--- src/rtl/musa_pkg.sv ---
// musa_pkg: shared core constants (program counter width, call-stack overflow modes)
package musa_pkg;
   localparam int PC_W     = 18;
   localparam int OVF_DROP = 0;
   localparam int OVF_WRAP = 1;
endpackage

--- src/rtl/call_stack_ram.sv ---
// call_stack_ram: DEPTH x W storage, synchronous write, asynchronous read, no reset
module call_stack_ram #(
   parameter int W     = 18,
   parameter int DEPTH = 16,
   parameter int AW    = $clog2(DEPTH)
) (
   input  logic          clk,
   input  logic          we,
   input  logic [AW-1:0] wa,
   input  logic [W-1:0]  wd,
   input  logic [AW-1:0] ra,
   output logic [W-1:0]  rd
);
   logic [W-1:0] mem [DEPTH];
   always_ff @(posedge clk)
      if (we) mem[wa] <= wd;
   assign rd = mem[ra];
endmodule

--- src/rtl/call_stack.sv ---
// call_stack: LIFO of return addresses in a circular buffer with top pointer,
// occupancy counter and sticky overflow/underflow flags
module call_stack
   import musa_pkg::*;
#(
   parameter int ADDR_W   = PC_W,
   parameter int DEPTH    = 16,
   parameter int OVF_MODE = OVF_DROP
) (
   input  logic                       clk,
   input  logic                       rst_n,
   input  logic                       push,
   input  logic                       pop,
   input  logic [ADDR_W-1:0]          push_addr,
   input  logic                       clr_err,
   output logic [ADDR_W-1:0]          top_addr,
   output logic [$clog2(DEPTH+1)-1:0] count,
   output logic                       empty,
   output logic                       full,
   output logic                       overflow,
   output logic                       underflow
);
   localparam int AW   = $clog2(DEPTH);
   localparam int CW   = $clog2(DEPTH+1);
   localparam bit WRAP = (OVF_MODE == OVF_WRAP);
   logic [AW-1:0]     ptr, wr_idx;
   logic [ADDR_W-1:0] rd_data;
   logic              replace, adv, retract, ovf_set, unf_set;
   assign empty    = (count == '0);
   assign full     = (count == CW'(DEPTH));
   assign top_addr = empty ? '0 : rd_data;
   // push+pop on an empty stack degenerates to a plain push
   always_comb begin
      replace = push & pop & ~empty;
      adv     = (push & ~pop & (~full | WRAP)) | (push & pop & empty);
      retract = pop & ~push & ~empty;
      ovf_set = push & ~pop & full;
      unf_set = pop & empty;
      wr_idx  = replace ? ptr : ptr + AW'(1);
   end
   always_ff @(posedge clk or negedge rst_n) begin
      if (!rst_n) begin
         ptr       <= '0;
         count     <= '0;
         overflow  <= 1'b0;
         underflow <= 1'b0;
      end else begin
         ptr       <= adv ? ptr + AW'(1) : retract ? ptr - AW'(1) : ptr;
         count     <= (adv & ~full) ? count + CW'(1) : retract ? count - CW'(1) : count;
         overflow  <= ovf_set | (overflow & ~clr_err);
         underflow <= unf_set | (underflow & ~clr_err);
      end
   end
   call_stack_ram #(.W(ADDR_W), .DEPTH(DEPTH), .AW(AW)) u_ram (
      .clk (clk),
      .we  (replace | adv),
      .wa  (wr_idx),
      .wd  (push_addr),
      .ra  (ptr),
      .rd  (rd_data)
   );
endmodule
--- config.mk ---
export PLATFORM = sky130hd
export DESIGN_NAME = call_stack
export DESIGN_NICKNAME = d
export VERILOG_FILES = /design/src/rtl/musa_pkg.sv /design/src/rtl/call_stack_ram.sv /design/src/rtl/call_stack.sv
export SDC_FILE = /design/constraint.sdc
export NUM_CORES = 1
export LEC_CHECK = 0
export ABC_AREA = 0
export BUFFER_PORTS_ARGS = -buffer_cell sky130_fd_sc_hd__buf_2
export CAP_MARGIN = 20
export CORE_MARGIN = 1.5
export CORE_UTILIZATION = 50
export DETAILED_ROUTE_END_ITERATION = 16
export GPL_ROUTABILITY_DRIVEN = 0
export PLACE_DENSITY = 0.67
export SLEW_MARGIN = 20
export SYNTH_ARGS = -nofsm -noshare
export SYNTH_HDL_FRONTEND = slang
export SYNTH_SLANG_ARGS = --single-unit
--- constraint.sdc ---
create_clock -name clk -period 6.7 [get_ports clk]
set_input_delay 0 -clock clk [delete_from_list [all_inputs] [get_ports clk]]
set_output_delay 0 -clock clk [all_outputs]
set_load 0.01 [all_outputs]
==> run metrics <==
global-route wire length before repair=37,600 um; CORE AREA=23,500 um^2; PwrDens=426 nW/um^2; Filler cells=1,670; Max Fclk=269 MHz; Synth Instances=575; Startpoint Class=flop; Critical Path Max Stage Delay=0.92 ns; DRT iter0 DRCs=503; Hold Crit Depth=3; syn_nets=604; Clock Sinks=299; DR WL/cell=24.9 um; nets=694; period utilisation layout=55.4%; Worst Tran Pin Value=1.03 ns; Crit Path Category=reg2reg; worst skew pair latency=0.55 ns; DIE WIDTH=158 um; crit-path cells=or4_1 > o211ai_2 > nand2_1 > xnor2_1 > nor3_2 > buf_4; largest cells by area after synthesis=edfxtp_1, mux4_2, mux2i_1; H-tree depth=1; Synth warnings=0; Die Y=158 um; PnR Total Power=5900 uW; cell area after synthesis=11,900 um^2; Initial Util=50.8%; Fin. Hold Viols=0; Clock Tree Buf Depth=3; Top FF cell, synth=edfxtp_1; Yosys cell types=48; crit path capture type=flop; post-synthesis average cell area=20.8 um^2; largest net degree at the start of global routing=70; hold slack=0.197 ns; Slew headroom=31.2%; I/O pin count=50; PortBufs=49; initial antenna violation count=0; synthesis-to-layout area growth=16.0%; run status=complete, no violations; WL final=25,100 um; RSZ-0062 raised after global routing=no; TritonCTS buffer count=31; top-area cell type share of the netlist area=72.5%; Die ar.=24,800 um^2; M1 WL=10,400 um; CP required=6.93 ns; register area share after synthesis=74.8%; vias in the first global route=6,277; Async SR Flop Fraction=3.68%; biggest area consumer among synthesized cells=edfxtp_1; vias=6,059; # diodes=0; Fin Setup TNS=0 ns; path depth of the worst reg2reg path=6; VDD IR max=0.239 mV; highest routed layer=met4; total area of sequential cells=8930 um^2; CTS root buffer=clkbuf_16; Setup-failing EPs final=0; hpwl dp=14,500 um; share of layout cells above drive strength 1=30.1%; vias per cell=6.02; # DRC=0; DR WL met2=12,400 um; multi-input logic area=2920 um^2; Max Cap Viol=0; max-slew violations=0; clock slew at reported path FFs=0.06 ns; DR pass1 iterations=5; number of flops mapped to enable cells by yosys=288; arrival time at the worst endpoint=3.95 ns; TritonCTS clock tree=yes; routed wire length on met3=1560 um; GRT Total Usage=20.9%; Worst Skew=0.0187 ns; crit path time final=3.71 ns; Yosys reg bits=299; Hold Path Class=in2reg; grt total ovfl=0; CP max stage cell=nor3_2; worst-path fanout max=11; post-route ant nets=0; FP Rows=56; leakage power=0.00456 uW
==> registers in the layout, summed over array words and instances (netlist names) <==
register / count
underflow: 1
count: 5
ptr: 4
overflow: 1
u_ram.mem: 288
==> Yosys cell counts, drive strengths merged, types with 2 or more instances <==
| cell | count |
|---|---|
| a21boi | 2 |
| a21oi | 6 |
| a22oi | 2 |
| a31oi | 7 |
| and3 | 2 |
| buf | 17 |
| clkbuf | 16 |
| dfrtp | 11 |
| edfxtp | 288 |
| ha | 5 |
| inv | 10 |
| mux2 | 2 |
| mux2i | 38 |
| mux4 | 72 |
| nand2 | 10 |
| nand2b | 3 |
| nand4 | 2 |
| nor2 | 7 |
| nor2b | 5 |
| nor3 | 15 |
| nor4 | 2 |
| o211ai | 3 |
| o21ai | 6 |
| o22ai | 18 |
| xnor2 | 6 |
| xor2 | 4 |
==> critical path: cells and delay by family (launching register included) <==
family,cells,cell delay [ns]
buf+inv,1,0.37
flops,1,0.42
simple gates,3,1.84
compound gates,1,0.49
xor+xnor,1,0.27
==> metal layers <==
metal / global-route usage (%) / vias to the layer above
met5: 0 / -
met4: 7.68 / 0
met3: 3.03 / 56
met2: 33.7 / 247
met1: 29.4 / 3179
li1: - / 2577
==> worst paths after layout <==
path,start,end,slack (ns)
setup / recovery,count[0],u_ram.mem[10][2],2.99
hold / removal,clr_err,underflow,0.20
setup reg to reg,count[0],u_ram.mem[10][2],2.99
hold reg to reg,underflow,underflow,0.52
max in group asynchronous,rst_n,ptr[0],5.80
min in group asynchronous,rst_n,ptr[0],0.50
==> layout make-up <==
type,count,share of cell area [%]
Clock inverter,18,1.02
Clock buffer,37,5.77
Inverter,10,0.271
Timing Repair Buffer,90,4.46
Sequential cell,299,64.5
Multi-Input combinational cell,233,21.1
Tap cell,319,2.88
==> layout by cell type (no fill, tap or decap), types with 3 or more instances in the layout <==
| cell type | n |
|---|---|
| clkbuf_1 | 6 |
| xnor2_1 | 6 |
| inv_1 | 10 |
| nand2b_1 | 3 |
| xor2_1 | 4 |
| clkinv_2 | 6 |
| o22ai_1 | 18 |
| mux2i_1 | 38 |
| nand2_1 | 10 |
| edfxtp_1 | 288 |
| nor3_1 | 4 |
| nor2b_1 | 5 |
| nor2_1 | 4 |
| dfrtp_1 | 8 |
| ha_1 | 5 |
| nor2_4 | 3 |
| o21ai_0 | 5 |
| buf_4 | 16 |
| a21oi_1 | 4 |
| clkinv_1 | 7 |
| nor3_2 | 11 |
| mux4_2 | 72 |
| buf_2 | 49 |
| dlygate4sd3_1 | 24 |
| clkbuf_16 | 31 |
| a31oi_1 | 6 |
==> report_power, final <==
part           switching [uW]  internal [uW]  total, uW
sequential                214           2300       2510
clock                     668            920       1590
combinational             970            824       1790
total                    1850           4040       5900
==> cell families after synthesis <==
group           count (synthesis)  synth area share [%]
mux                           112                  17.0
simple gates                   51                  2.25
xor+xnor                       10                 0.734
buf+inv                        43                  1.48
flops                         299                  74.8
fa+ha+maj                       6                 0.692
compound gates                 54                  3.11
==> what timing repair did <==
| action | CTS | global route |
|---|---|---|
| hold buffers | 24 | 0 |
| gates resized for setup | 0 | 0 |
| hold endpoints to repair | 303 | 0 |
| setup buffers | 0 | 0 |
==> through the flow <==
| step | area, um^2 | util, % | instances | setup WS [ns] |
|---|---|---|---|---|
| global route | 13800 | 59.0 | 1006 | 2.69 |
| global placement | 12600 | 53.8 | 926 | 3.03 |
| finish | 13800 | 59.0 | 1006 | 2.99 |
| CTS | 13800 | 58.9 | 1005 | 2.92 |
| floorplan | 11900 | - | 575 | 3.31 |
| detailed placement | 12700 | 53.9 | 926 | 2.95 |
No activity file was read; power rests on OpenSTA's default activity.
